[src/rtl/audio_filt_pkg.sv]
// Shared definitions for the codec moving-average filter bank.
// Contents:
//   W_DEF / CH_DEF / MAX_LOG2_DEF  default sample width, channel count and log2 of the
//                                  maximum window (also used by the OLED mode display)
//   state_t                        controller states FLUSH / IDLE / RD / UPD
//   clamp_win()                    limits a requested window select to max_log2
package audio_filt_pkg;

  localparam int W_DEF        = 16;
  localparam int CH_DEF       = 2;
  localparam int MAX_LOG2_DEF = 5;

  typedef enum logic [1:0] {
    FLUSH = 2'd0,
    IDLE  = 2'd1,
    RD    = 2'd2,
    UPD   = 2'd3
  } state_t;

  function automatic int unsigned clamp_win(input int unsigned win, input int unsigned max_log2);
    return (win > max_log2) ? max_log2 : win;
  endfunction

endpackage

[src/rtl/moving_avg_bank_if.sv]
// Sample-path bundle between the codec line-in side and moving_avg_bank.
// Signals:
//   new_sample  1-cycle strobe, sample_in valid
//   sample_in   CH*W packed samples, channel c at [c*W +: W]
//   win_log2    window select (clamped inside the filter)
//   sample_out  CH*W filtered samples, same packing
//   out_valid   1-cycle pulse when sample_out updates
//   busy        filter is flushing or processing
//   overrun     sticky: a strobe arrived while processing
// Modports: master drives strobes/window, slave is the filter.
interface moving_avg_bank_if
  import audio_filt_pkg::*;
#(
  parameter int W        = W_DEF,
  parameter int CH       = CH_DEF,
  parameter int MAX_LOG2 = MAX_LOG2_DEF
) ();
  localparam int WLW = $clog2(MAX_LOG2 + 1);

  logic              new_sample;
  logic [CH*W-1:0]   sample_in;
  logic [WLW-1:0]    win_log2;
  logic [CH*W-1:0]   sample_out;
  logic              out_valid;
  logic              busy;
  logic              overrun;

  modport master (
    output new_sample, sample_in, win_log2,
    input  sample_out, out_valid, busy, overrun
  );

  modport slave (
    input  new_sample, sample_in, win_log2,
    output sample_out, out_valid, busy, overrun
  );
endinterface

[src/rtl/filt_ring_ram.sv]
// Single-port synchronous RAM holding the per-channel sample history rings.
// Read is registered (1-cycle latency) and returns the old contents on a write.
// Ports:
//   clk    clock
//   we     write enable
//   addr   word address
//   wdata  write data
//   rdata  registered read data
module filt_ring_ram #(
  parameter int W     = 16,
  parameter int DEPTH = 64,
  parameter int AW    = $clog2(DEPTH)
) (
  input  logic          clk,
  input  logic          we,
  input  logic [AW-1:0] addr,
  input  logic [W-1:0]  wdata,
  output logic [W-1:0]  rdata
);
  logic [W-1:0] mem [DEPTH];

  always_ff @(posedge clk) begin
    if (we) mem[addr] <= wdata;
    rdata <= mem[addr];
  end
endmodule

[src/rtl/moving_avg_bank.sv]
// Multi-channel moving-average low-pass filter for the codec sample path (clk_48 domain).
// Window is 2^win shared by all channels; channels are processed one after another
// through a single adder and a shared ring RAM. A window change flushes all history.
// Ports:
//   clk   48 MHz clock
//   rst   synchronous active-high reset
//   bus   moving_avg_bank_if slave (strobe, samples, window, outputs, busy, overrun)
// Build option:
//   AVG_ROUND_EN  when defined, round half up (add 2^(win-1) before the shift, win>0);
//                 otherwise the average is floored.
module moving_avg_bank
  import audio_filt_pkg::*;
#(
  parameter int W        = W_DEF,
  parameter int CH       = CH_DEF,
  parameter int MAX_LOG2 = MAX_LOG2_DEF
) (
  input  logic          clk,
  input  logic          rst,
  moving_avg_bank_if.slave bus
);
  localparam int DEPTH = 1 << MAX_LOG2;
  localparam int TOT   = CH * DEPTH;
  localparam int AW    = $clog2(TOT);
  localparam int FW    = $clog2(TOT + 1);
  localparam int CW    = (CH > 1) ? $clog2(CH) : 1;
  localparam int WLW   = $clog2(MAX_LOG2 + 1);
  localparam int SW    = W + MAX_LOG2;
  localparam int PW    = MAX_LOG2 + 1;

  state_t                 state, state_nxt;
  logic [FW-1:0]          fcnt;
  logic [MAX_LOG2-1:0]    wptr;
  logic [CW-1:0]          ch;
  logic [WLW-1:0]         win_act, win_req;
  logic [CH-1:0][W-1:0]   in_lat, avg_hold, out_q;
  logic [CH-1:0][SW-1:0]  sums;
  logic                   out_valid_q, overrun_q;

  logic                   ram_we;
  logic [AW-1:0]          ram_addr, ch_base;
  logic [W-1:0]           ram_wdata, ram_rdata;

  logic [PW-1:0]          win_pow;
  logic [MAX_LOG2-1:0]    rd_off;
  logic [SW-1:0]          sum_nxt;
  logic signed [SW-1:0]   sum_rnd;
  logic [W-1:0]           avg;
  logic                   last_ch;

  function automatic logic [SW-1:0] sx(input logic [W-1:0] v);
    return {{MAX_LOG2{v[W-1]}}, v};
  endfunction

  assign win_req = WLW'(clamp_win(32'(bus.win_log2), MAX_LOG2));

  // Slot of the sample leaving the window; at the maximum window this is the
  // slot about to be overwritten, so modulo-DEPTH wrap does the right thing.
  assign win_pow = PW'(1) << win_act;
  assign rd_off  = wptr - win_pow[MAX_LOG2-1:0];
  assign ch_base = AW'(ch) << MAX_LOG2;
  assign last_ch = (ch == CW'(CH - 1));

  // ram_rdata holds the departing sample during UPD (read issued in RD).
  assign sum_nxt = sums[ch] + sx(in_lat[ch]) - sx(ram_rdata);

`ifdef AVG_ROUND_EN
  assign sum_rnd = (win_act != '0) ? (sum_nxt + (SW'(1) << (win_act - WLW'(1)))) : sum_nxt;
`else
  assign sum_rnd = sum_nxt;
`endif

  assign avg = W'(sum_rnd >>> win_act);

  assign bus.sample_out = out_q;
  assign bus.out_valid  = out_valid_q;
  assign bus.overrun    = overrun_q;
  assign bus.busy       = (state != IDLE);

  filt_ring_ram #(.W(W), .DEPTH(TOT), .AW(AW)) u_ram (
    .clk   (clk),
    .we    (ram_we),
    .addr  (ram_addr),
    .wdata (ram_wdata),
    .rdata (ram_rdata)
  );

  always_ff @(posedge clk) begin
    if (rst) state <= FLUSH;
    else     state <= state_nxt;
  end

  always_comb begin
    state_nxt = state;
    ram_we    = 1'b0;
    ram_addr  = '0;
    ram_wdata = '0;
    case (state)
      FLUSH: begin
        // One extra terminal count cycle after the last RAM word is cleared.
        ram_we   = (fcnt < FW'(TOT));
        ram_addr = fcnt[AW-1:0];
        if (fcnt == FW'(TOT)) state_nxt = IDLE;
      end
      IDLE: begin
        if (win_req != win_act)  state_nxt = FLUSH;
        else if (bus.new_sample) state_nxt = RD;
      end
      RD: begin
        ram_addr  = ch_base + AW'(rd_off);
        state_nxt = UPD;
      end
      UPD: begin
        ram_we    = 1'b1;
        ram_addr  = ch_base + AW'(wptr);
        ram_wdata = in_lat[ch];
        state_nxt = last_ch ? IDLE : RD;
      end
      default: state_nxt = FLUSH;
    endcase
  end

  always_ff @(posedge clk) begin
    if (rst) begin
      fcnt        <= '0;
      wptr        <= '0;
      ch          <= '0;
      win_act     <= win_req;
      in_lat      <= '0;
      avg_hold    <= '0;
      out_q       <= '0;
      sums        <= '0;
      out_valid_q <= 1'b0;
      overrun_q   <= 1'b0;
    end else begin
      out_valid_q <= 1'b0;
      case (state)
        FLUSH: begin
          fcnt <= fcnt + FW'(1);
          sums <= '0;
          wptr <= '0;
          ch   <= '0;
        end
        IDLE: begin
          fcnt <= '0;
          if (win_req != win_act) win_act <= win_req;
          else if (bus.new_sample) begin
            in_lat <= bus.sample_in;
            ch     <= '0;
          end
        end
        RD: begin
          if (bus.new_sample) overrun_q <= 1'b1;
        end
        UPD: begin
          if (bus.new_sample) overrun_q <= 1'b1;
          sums[ch]     <= sum_nxt;
          avg_hold[ch] <= avg;
          if (last_ch) begin
            wptr        <= wptr + MAX_LOG2'(1);
            out_valid_q <= 1'b1;
            // Present all channels at once; the last one comes straight from the adder.
            for (int c = 0; c < CH; c++)
              out_q[c] <= (CW'(c) == ch) ? avg : avg_hold[c];
          end else begin
            ch <= ch + CW'(1);
          end
        end
        default: ;
      endcase
    end
  end

endmodule
[src/flat_wrapper.sv]
// flat-port wrapper written by rule: the top's interface ports become plain ports
module moving_avg_bank_flat import audio_filt_pkg::*;
#(
  parameter int W        = W_DEF,
  parameter int CH       = CH_DEF,
  parameter int MAX_LOG2 = MAX_LOG2_DEF
)
  (clk, rst, bus_new_sample, bus_sample_in, bus_win_log2, bus_sample_out, bus_out_valid, bus_busy, bus_overrun);
  moving_avg_bank_if #(.W(W), .CH(CH), .MAX_LOG2(MAX_LOG2)) bus_i ();
  input  logic clk;
  input  logic rst;
  input wire logic [$bits(bus_i.new_sample)-1:0] bus_new_sample;
  input wire logic [$bits(bus_i.sample_in)-1:0] bus_sample_in;
  input wire logic [$bits(bus_i.win_log2)-1:0] bus_win_log2;
  output wire logic [$bits(bus_i.sample_out)-1:0] bus_sample_out;
  output wire logic [$bits(bus_i.out_valid)-1:0] bus_out_valid;
  output wire logic [$bits(bus_i.busy)-1:0] bus_busy;
  output wire logic [$bits(bus_i.overrun)-1:0] bus_overrun;
  assign bus_i.new_sample = bus_new_sample;
  assign bus_i.sample_in = bus_sample_in;
  assign bus_i.win_log2 = bus_win_log2;
  assign bus_sample_out = bus_i.sample_out;
  assign bus_out_valid = bus_i.out_valid;
  assign bus_busy = bus_i.busy;
  assign bus_overrun = bus_i.overrun;
  moving_avg_bank #(.W(W), .CH(CH), .MAX_LOG2(MAX_LOG2)) u_core (.clk(clk), .rst(rst), .bus(bus_i));
endmodule
[config.mk]
export PLATFORM = sky130hd
export DESIGN_NAME = moving_avg_bank_flat
export DESIGN_NICKNAME = d
export VERILOG_FILES = /design/src/rtl/audio_filt_pkg.sv /design/src/rtl/moving_avg_bank_if.sv /design/src/rtl/filt_ring_ram.sv /design/src/rtl/moving_avg_bank.sv /design/src/flat_wrapper.sv
export SDC_FILE = /design/constraint.sdc
export NUM_CORES = 1
export LEC_CHECK = 0
export CAP_MARGIN = 10
export CELL_PAD_IN_SITES_DETAIL_PLACEMENT = 1
export CELL_PAD_IN_SITES_GLOBAL_PLACEMENT = 1
export CORE_MARGIN = 2
export CORE_UTILIZATION = 50
export CTS_BUF_LIST = sky130_fd_sc_hd__clkbuf_16
export DETAILED_ROUTE_END_ITERATION = 16
export GPL_TIMING_DRIVEN = 0
export PLACE_DENSITY_LB_ADDON = 0.1
export SYNTH_ARGS = -nofsm -noshare
export SYNTH_HDL_FRONTEND = slang
export SYNTH_SLANG_ARGS = --single-unit
[constraint.sdc]
create_clock -name clk -period 10.1 [get_ports clk]
set_clock_uncertainty 0.1 [all_clocks]
set_input_delay 2.02 -clock clk [delete_from_list [all_inputs] [get_ports clk]]
set_output_delay 2.02 -clock clk [all_outputs]
set_load 0.1 [all_outputs]
==> results of run 1 <==
[per-layer routing]
layer | part of all wire, % | routed length (µm)
met1 | 34 | 66000
met2 | 45 | 87080
met3 | 13 | 25080
met4 | 8.7 | 16900
met5 | 0.085 | 166
[power groups by stage]
stage          clock, W  sequential (W)  combinational (W)
6_report        0.00443         0.00539            0.00284
2_1_floorplan         0         0.00548            0.00130
4_1_cts         0.00441         0.00539            0.00270
3_5_place_dp          0         0.00550            0.00268
5_1_grt         0.00459         0.00540            0.00284
3_3_place_gp          0         0.00550            0.00257
[cell usage after synthesis, types with 33 or more instances]
library cell               count  area (µm²)
sky130_fd_sc_hd__a221oi_1     86       753.2
sky130_fd_sc_hd__ha_1         33       412.9
sky130_fd_sc_hd__nand3_1      57       285.3
sky130_fd_sc_hd__buf_2        71       355.3
sky130_fd_sc_hd__a222oi_1     95       950.9
sky130_fd_sc_hd__a31oi_1      52       325.3
sky130_fd_sc_hd__nand4_1      50       312.8
sky130_fd_sc_hd__dfxtp_1     155        3103
sky130_fd_sc_hd__nand2_1     325        1220
sky130_fd_sc_hd__mux2i_1      90       900.9
sky130_fd_sc_hd__clkbuf_1    112       420.4
sky130_fd_sc_hd__a22oi_1     103       773.2
sky130_fd_sc_hd__edfxtp_1   1027       30840
sky130_fd_sc_hd__a21oi_1     212        1061
sky130_fd_sc_hd__a22o_1       52       455.4
sky130_fd_sc_hd__nor2_1      170       638.1
sky130_fd_sc_hd__inv_1        52       195.2
[worst max-delay path: cells and delay by family (launching register included)]
kind                     cells  cell delay, ps
flip-flops                   1             320
AO/OA/AOI/OAI                1             170
XOR/XNOR                     1             320
buffers and inverters        6            3470
AND/OR/NAND/NOR              5            2800
adder cells (fa/ha/maj)      1             340
[kinds of logic (layout without fill, tap and decap cells)]
kind of cell    Yosys count  after routing
simple gates            712            712
mux                     116            116
flops                  1182           1182
compound gates          798            798
xor+xnor                 26             26
buf+inv                 262            651
fa+ha+maj                54             54
other cells               0              2
[per-stage QoR]
stage / util, % / area, µm² / cells
2_1_floorplan: - / 46450 / 3150
3_3_place_gp: 53.06 / 48710 / 4464
3_5_place_dp: 55.28 / 50750 / 4551
4_1_cts: 59.47 / 54600 / 4778
5_1_grt: 59.53 / 54650 / 4782
6_report: 59.54 / 54660 / 4784
[sequential cells by signal, summed over array words and instances, names as in the netlist]
name                   cells
u_core.u_ram.mem        1024
u_core.sums               42
u_core.bus.sample_out     32
u_core.in_lat             32
u_core.avg_hold           16
u_core.u_ram.rdata        16
u_core.fcnt                7
u_core.wptr                5
u_core.win_act             3
u_core.state               2
u_core.bus.out_valid       1
u_core.bus.overrun         1
u_core.ch                  1
[worst min path at each step]
stage,from,to,slack (ps),cells after the start
final,u_core.bus.sample_out[8],u_core.bus.sample_out[8],350,2
after global routing,u_core.in_lat[15],u_core.in_lat[15],380,2
after CTS,u_core.avg_hold[8],u_core.bus.sample_out[8],360,2
after detailed placement,u_core.in_lat[15],u_core.in_lat[15],350,2
after global placement,u_core.in_lat[31],u_core.in_lat[31],340,2
after floorplan,u_core.avg_hold[2],u_core.bus.sample_out[2],330,2
[cell type report]
class	instances	area, µm²	area share (%)
diodes	2	5.005	0.009157
inverters	55	206.4	0.3777
plain buffers	207	877.1	1.605
flip-flops and latches	1182	33940	62.10
repair buffers	162	2466	4.512
well taps	1243	1555	2.845
clock buffers	121	3028	5.540
clock inverters	106	822.0	1.504
multi-input cells	1706	11750	21.50
==> out/results.tsv, run 1 <==
stage	metric	value	unit
power	switching_share	32.86	%
worst_setup_path	worst_r2r_startpoint	u_core.win_act[1]	
worst_setup_path	timing.critical_path.arrival	8200	ps
clock_network	max-clock-path-buffers	3	
die	design.die.area	95350	µm²
die	floorplan.die.height	308.8	µm
synthesis	postSynth.topFlopCell	sky130_fd_sc_hd__edfxtp_1	
grt	met3_usage	11.49	%
worst_setup_path	crit_end_element	flop	
grt	grt-busiest-layer	met2	
worst_setup_path	critical_path.reg2reg.endpoint	u_core.u_ram.mem[27][1]	
placed_design	preCtsSetupSlack	2453	ps
hold_path	min_path_type	flop to flop	
synthesis	syn_avg_cell_area	14.75	µm²
grt	antenna_violations_before_repair	20	
die	top_level_ports	73	
run_status	failed_checks	max-capacitance violations, max-slew violations	
detailed_routing	antenna_violating_nets_post_route	0	
timing	slew_at_the_pin_closest_to_its_max_slew_limit	1515	ps
clock_network	cts_tree	yes	
clock_network	clk_root_buffer_cell	sky130_fd_sc_hd__clkbuf_16	
worst_setup_path	reg2reg_slack	2130	ps
clock_network	post_cts_repair_setup_buffers	0	
grt	grt_pass1_vias	33220	
grt	use_met1	50.36	%
cells_and_area	design.final.nets	3526	
power	peakVddDrop	0.0001643	V
clock_network	cts-resized-gates	0	
synthesis	synth_mux_area_share	2.837	%
timing	rsz0062_at_grt	no	
power	power	0.01266	W
timing	max_transition_viols_final	11	
synthesis	synth.net_count	3242	
job	drv_cap	1	
cells_and_area	most_common_library_cell_in_the_layout_ignoring_fill_and_taps	sky130_fd_sc_hd__edfxtp_1	
worst_setup_path	cp_max_fo	16	
power	p_comb_share	22.4	%
placed_design	io_buffer_count	71	
worst_setup_path	worstSetupStartpoint	u_core.win_act[1]	
detailed_routing	vias_per_cell	7.011	
placed_design	hpwl	132900	µm
clock_network	htree_levels	3	
synthesis	post_synth_and_or_nand_nor_area_fraction	6.839	%
power	switching_power	0.004161	W
worst_setup_path	timing.critical_path.from_type	flop	
power	power_frac_clock	35.0	%
grt	global_route.usage.met2	62.11	%
power	pwr_density	231.7	nW/µm²
synthesis	area_fraction_in_compound_gates_after_synthesis	12.64	%
synthesis	synth_xor_area_share	0.4903	%
timing	finalCriticalPeriod	7967	ps
clock_network	clkSlewWorstSetupHoldPaths	60	ps
timing	final_min_period_over_clock_period	78.88	%
die	num_rows	111	
synthesis	post_synth_instance_area	46450	µm²
die	initial_utilization	50.60	%
synthesis	synth_enable_flop_cells	1027	
timing	layout_setup_ws	2133	ps
cells_and_area	most-common-layout-cells	sky130_fd_sc_hd__edfxtp_1 (1027), sky130_fd_sc_hd__nand2_1 (325), sky130_fd_sc_hd__a21oi_1 (211)	
timing	timing.final.setup_violations	0	
detailed_routing	drt_drc_violations_left	0	
detailed_routing	drt-pass1-iter-count	9	
synthesis	synth.yosys.seq_area_share	73.08	%
power	power_frac_seq	42.6	%
cells_and_area	layout-drive-gt1-share	13.34	%
die	die_x	308.8	µm
grt	grt_start_max_net_pins	57	
cells_and_area	fillCellCount	8455	
worst_setup_path	timing.reg2reg.worst_path_depth	14	
worst_setup_path	path_cells	clkbuf_1 > clkinv_1 > clkbuf_1 > nor2_1 > nand2_1 > ha_1 > xor2_1 > o21ai_4 > nor3_2 > buf_2 > buf_2 > buf_1 > nand2_1 > nor2_4	
timing	timing.max_slew.rel_slack	-1.006	%
worst_setup_path	critPathKind	flop to flop	
synthesis	synth_fa_ha_area_share	1.794	%
detailed_routing	detail_route.wl_per_cell	40.81	µm
worst_setup_path	setup.worst_path.end	u_core.u_ram.mem[27][1]	
timing	maxClockFrequency	125.5	MHz
synthesis	asyncSetResetFlopFracSynth	0	%
clock_network	tritoncts.num_buffers	120	
detailed_routing	via_count	33540	
grt	grt.total_usage	41.01	%
timing	final.setup.tns	0	ps
synthesis	yosysUniqueCellTypes	85	
synthesis	post_synth_inst_count	3150	
worst_setup_path	worst-endpoint-required	10330	ps
grt	grt_first_pass_wirelength	265000	µm
timing	hold_viol	0	
detailed_routing	drt_iter0_markers	6277	
placed_design	gp_congestion	1.005	
clock_network	clock_latency	740	ps
synthesis	main_combinational_cell_family_by_area_after_synthesis	compound AO/OA/AOI/OAI gates	
detailed_routing	finalWirelength	195200	µm
synthesis	ys_seq_elements	1182	
clock_network	clock_sink_count	1182	
die	core_region_area	91800	µm²
cells_and_area	syn_to_final_growth	17.67	%
power	leakagePower	18.53	nW
clock_network	holdBufCountCts	0	
power	internal_power	0.008502	W
timing	final.hold.worst_slack	354.1	ps
worst_setup_path	slowest_delay	1030	ps
grt	grt-ovfl-total	0	
synthesis	synth-warning-count	0	
run_status	outcome	complete, but fails checks	
worst_setup_path	timing.critical_path.slowest_stage_cell	sky130_fd_sc_hd__nor2_4	
(Power assumes the default switching activity.)
==> run 2, diff against run 1 <==
- clock period: 10.1 -> 7.4 ns (I/O delays scaled with it)
==> run 2 against run 1 <==
The run ends with negative setup slack left. First-iteration DRC count fell by 3.5%. Clock power grew 37%. Die area unchanged. Worst setup slack lost 2300 ps. Cell area hardly changed. Final cell count hardly changed. Register-to-register slack got worse by 2300 ps. Flip-flop and latch count is the same.
==> out/results.tsv, run 2 (synthesized netlist as in run 1, its figures left out) <==
stage	metric	value	unit	change
run_status	outcome	complete, but fails checks		
run_status	failed_checks	negative setup slack		
die	floorplan.die.height	308.8	µm	unchanged
clock_network	clk_root_buffer_cell	sky130_fd_sc_hd__clkbuf_16		
clock_network	clock_latency	740	ps	about the same
cells_and_area	syn_to_final_growth	17.74	%	about the same
timing	finalCriticalPeriod	7538	ps	-429.1 ps
clock_network	post_cts_repair_setup_buffers	0		unchanged
cells_and_area	finalCoreUtilization	59.57	%	about the same
clock_network	htree_levels	3		unchanged
worst_setup_path	cp.buffers_inverters	5		-1
grt	grt_first_pass_wirelength	264700	µm	-0.11%
timing	maxClockFrequency	132.7	MHz	+5.7%
detailed_routing	drt-pass1-iter-count	7		-2
die	top_level_ports	73		unchanged
grt	use_met1	50.14	%	-0.22 points
detailed_routing	antenna_violating_nets_post_route	0		unchanged
power	peakVddDrop	0.0002249	V	+37%
timing	hold_viol	0		unchanged
worst_setup_path	timing.critical_path.from_type	flop		
clock_network	max-clock-path-buffers	3		unchanged
timing	final_min_period_over_clock_period	101.9	%	+23 points
cells_and_area	number_of_flip_flops_in_the_largest_register	1024		unchanged
clock_network	cts_tree	yes		
grt	grt_pass1_vias	33210		-0.054%
grt	grt_start_max_net_pins	57		unchanged
die	initial_utilization	50.60	%	unchanged
cells_and_area	largest_registers	u_core.u_ram.mem: 1024 flops, u_core.sums: 42 flops		
placed_design	io_buffer_count	71		unchanged
cells_and_area	biggest_register	u_core.u_ram.mem		
timing	timing.final.setup_violations	2		+2
timing	timing.max_slew.rel_slack	1.393	%	+2.4 points
worst_setup_path	cp_max_fo	10		-6
detailed_routing	finalWirelength	194900	µm	-0.19%
clock_network	clock_sink_count	1182		unchanged
cells_and_area	most_common_library_cell_in_the_layout_ignoring_fill_and_taps	sky130_fd_sc_hd__edfxtp_1		
cells_and_area	most-common-layout-cells	sky130_fd_sc_hd__edfxtp_1 (1027), sky130_fd_sc_hd__nand2_1 (325), sky130_fd_sc_hd__a21oi_1 (211)		
clock_network	holdBufCountCts	0		unchanged
timing	slew_at_the_pin_closest_to_its_max_slew_limit	1479	ps	-35.99 ps
timing	max_transition_viols_final	0		-11
timing	layout_setup_ws	-137.8	ps	-2271 ps
timing	final.hold.worst_slack	354.2	ps	+0.04500 ps
cells_and_area	final-seq-area	33940	µm²	unchanged
worst_setup_path	cp_common_cell	sky130_fd_sc_hd__clkbuf_1		
worst_setup_path	critical-path-top-delay-family	buffers and inverters		
detailed_routing	detail_route.wl_per_cell	40.72	µm	-0.21%
clock_network	clkSlewWorstSetupHoldPaths	60	ps	about the same
timing	rsz0062_at_grt	no		
worst_setup_path	slowest_delay	1120	ps	+90 ps
die	design.die.area	95350	µm²	unchanged
worst_setup_path	worst-endpoint-required	7940	ps	-2390 ps
worst_setup_path	timing.critical_path.slowest_stage_cell	sky130_fd_sc_hd__clkbuf_1		
cells_and_area	fillCellCount	8450		-0.059%
worst_setup_path	crit_end_element	flop		
detailed_routing	drt_iter0_markers	6055		-3.5%
cells_and_area	design.final.nets	3524		-0.057%
placed_design	gp_congestion	1.005		unchanged
hold_path	min_path_type	flop to flop		
worst_setup_path	critPathKind	flop to flop		
cells_and_area	layout-drive-gt1-share	13.37	%	+0.036 points
grt	grt.total_usage	40.96	%	-0.050 points
detailed_routing	vias_per_cell	6.971		-0.58%
grt	met3_usage	11.94	%	+0.45 points
die	core_region_area	91800	µm²	unchanged
detailed_routing	drt_drc_violations_left	0		unchanged
grt	antenna_violations_before_repair	15		-25%
power	pwr_density	316.2	nW/µm²	+36%
worst_setup_path	path_cells	clkbuf_1 > clkinv_1 > clkbuf_1 > nor2_1 > nand2_1 > ha_1 > xor2_1 > o21ai_4 > nor3_2 > clkbuf_1 > clkbuf_1 > a222oi_1 > a31oi_1 > o22ai_1 > nand4_1		
cells_and_area	multi_input_comb_area	11760	µm²	about the same
grt	global_route.usage.met2	61.95	%	-0.15 points
grt	grt-ovfl-total	0		unchanged
placed_design	hpwl	132900	µm	unchanged
die	die_x	308.8	µm	unchanged
detailed_routing	via_count	33360		-0.56%
die	num_rows	111		unchanged
power	leakagePower	18.54	nW	about the same
job	drv_cap	0		-1
grt	grt-busiest-layer	met2		
worst_setup_path	timing.critical_path.arrival	8080	ps	-120 ps
clock_network	tritoncts.num_buffers	120		unchanged
run 2: final timing paths:
| check | startpoint | end | slack [ps] | depth (start not counted) |
|---|---|---|---|---|
| max | u_core.win_act[1] | u_core.u_ram.rdata[1] | -140 | 15 |
| min | u_core.bus.sample_out[8] | u_core.bus.sample_out[8] | 350 | 2 |
| max reg2reg | u_core.win_act[1] | u_core.u_ram.rdata[1] | -140 | 15 |
| min reg2reg | u_core.bus.sample_out[8] | u_core.bus.sample_out[8] | 350 | 2 |
run 2: worst min-delay path, stage by stage (launching register included):
cell and delay, ps:
sky130_fd_sc_hd__dfxtp_1 310, sky130_fd_sc_hd__nand2_1 50, sky130_fd_sc_hd__a21oi_1 50
run 2: power by group:
part | internal [W] | switching (W) | total (W)
sequential | 0.00730 | 0.0000640 | 0.00736
combinational | 0.000936 | 0.00295 | 0.00388
clock | 0.00337 | 0.00268 | 0.00605
run 2: final cells by class:
| class | count | share of cell area (%) |
|---|---|---|
| flip-flops and latches | 1182 | 62.07 |
| multi-input cells | 1706 | 21.50 |
| clock buffers | 121 | 5.537 |
| repair buffers | 162 | 4.542 |
| well taps | 1243 | 2.844 |
| plain buffers | 205 | 1.604 |
| clock inverters | 106 | 1.503 |
| inverters | 55 | 0.3775 |
| diodes | 5 | 0.02288 |
run 2: repair_timing:
| item | in CTS | in global routing |
|---|---|---|
| hold endpoints to repair | 0 | 0 |
| cloned | 0 | 0 |
| endpoints found under the setup margin | 129 | 63 |
| resized for setup | 1 | 5 |
run 2: per-stage QoR:
stage / worst slack (ps) / power (W) / TNS (ps) / cells / cell area [µm²]
after floorplan: 2227 / 0.009251 / 0 / 3150 / 46450
after global placement: -1552 / 0.01101 / -656600 / 4464 / 48710
after detailed placement: -247.3 / 0.01116 / -11910 / 4551 / 50750
after CTS: 47.30 / 0.01706 / 0 / 4776 / 54600
after global routing: 24.65 / 0.01751 / 0 / 4780 / 54670
final: -137.8 / 0.01729 / -166.8 / 4785 / 54690
run 2: metal layers:
layer / vias to the layer above / wire (µm)
li1: 13060 / -
met1: 16820 / 65320
met2: 2787 / 87350
met3: 672 / 25840
met4: 16 / 16230
met5: - / 115
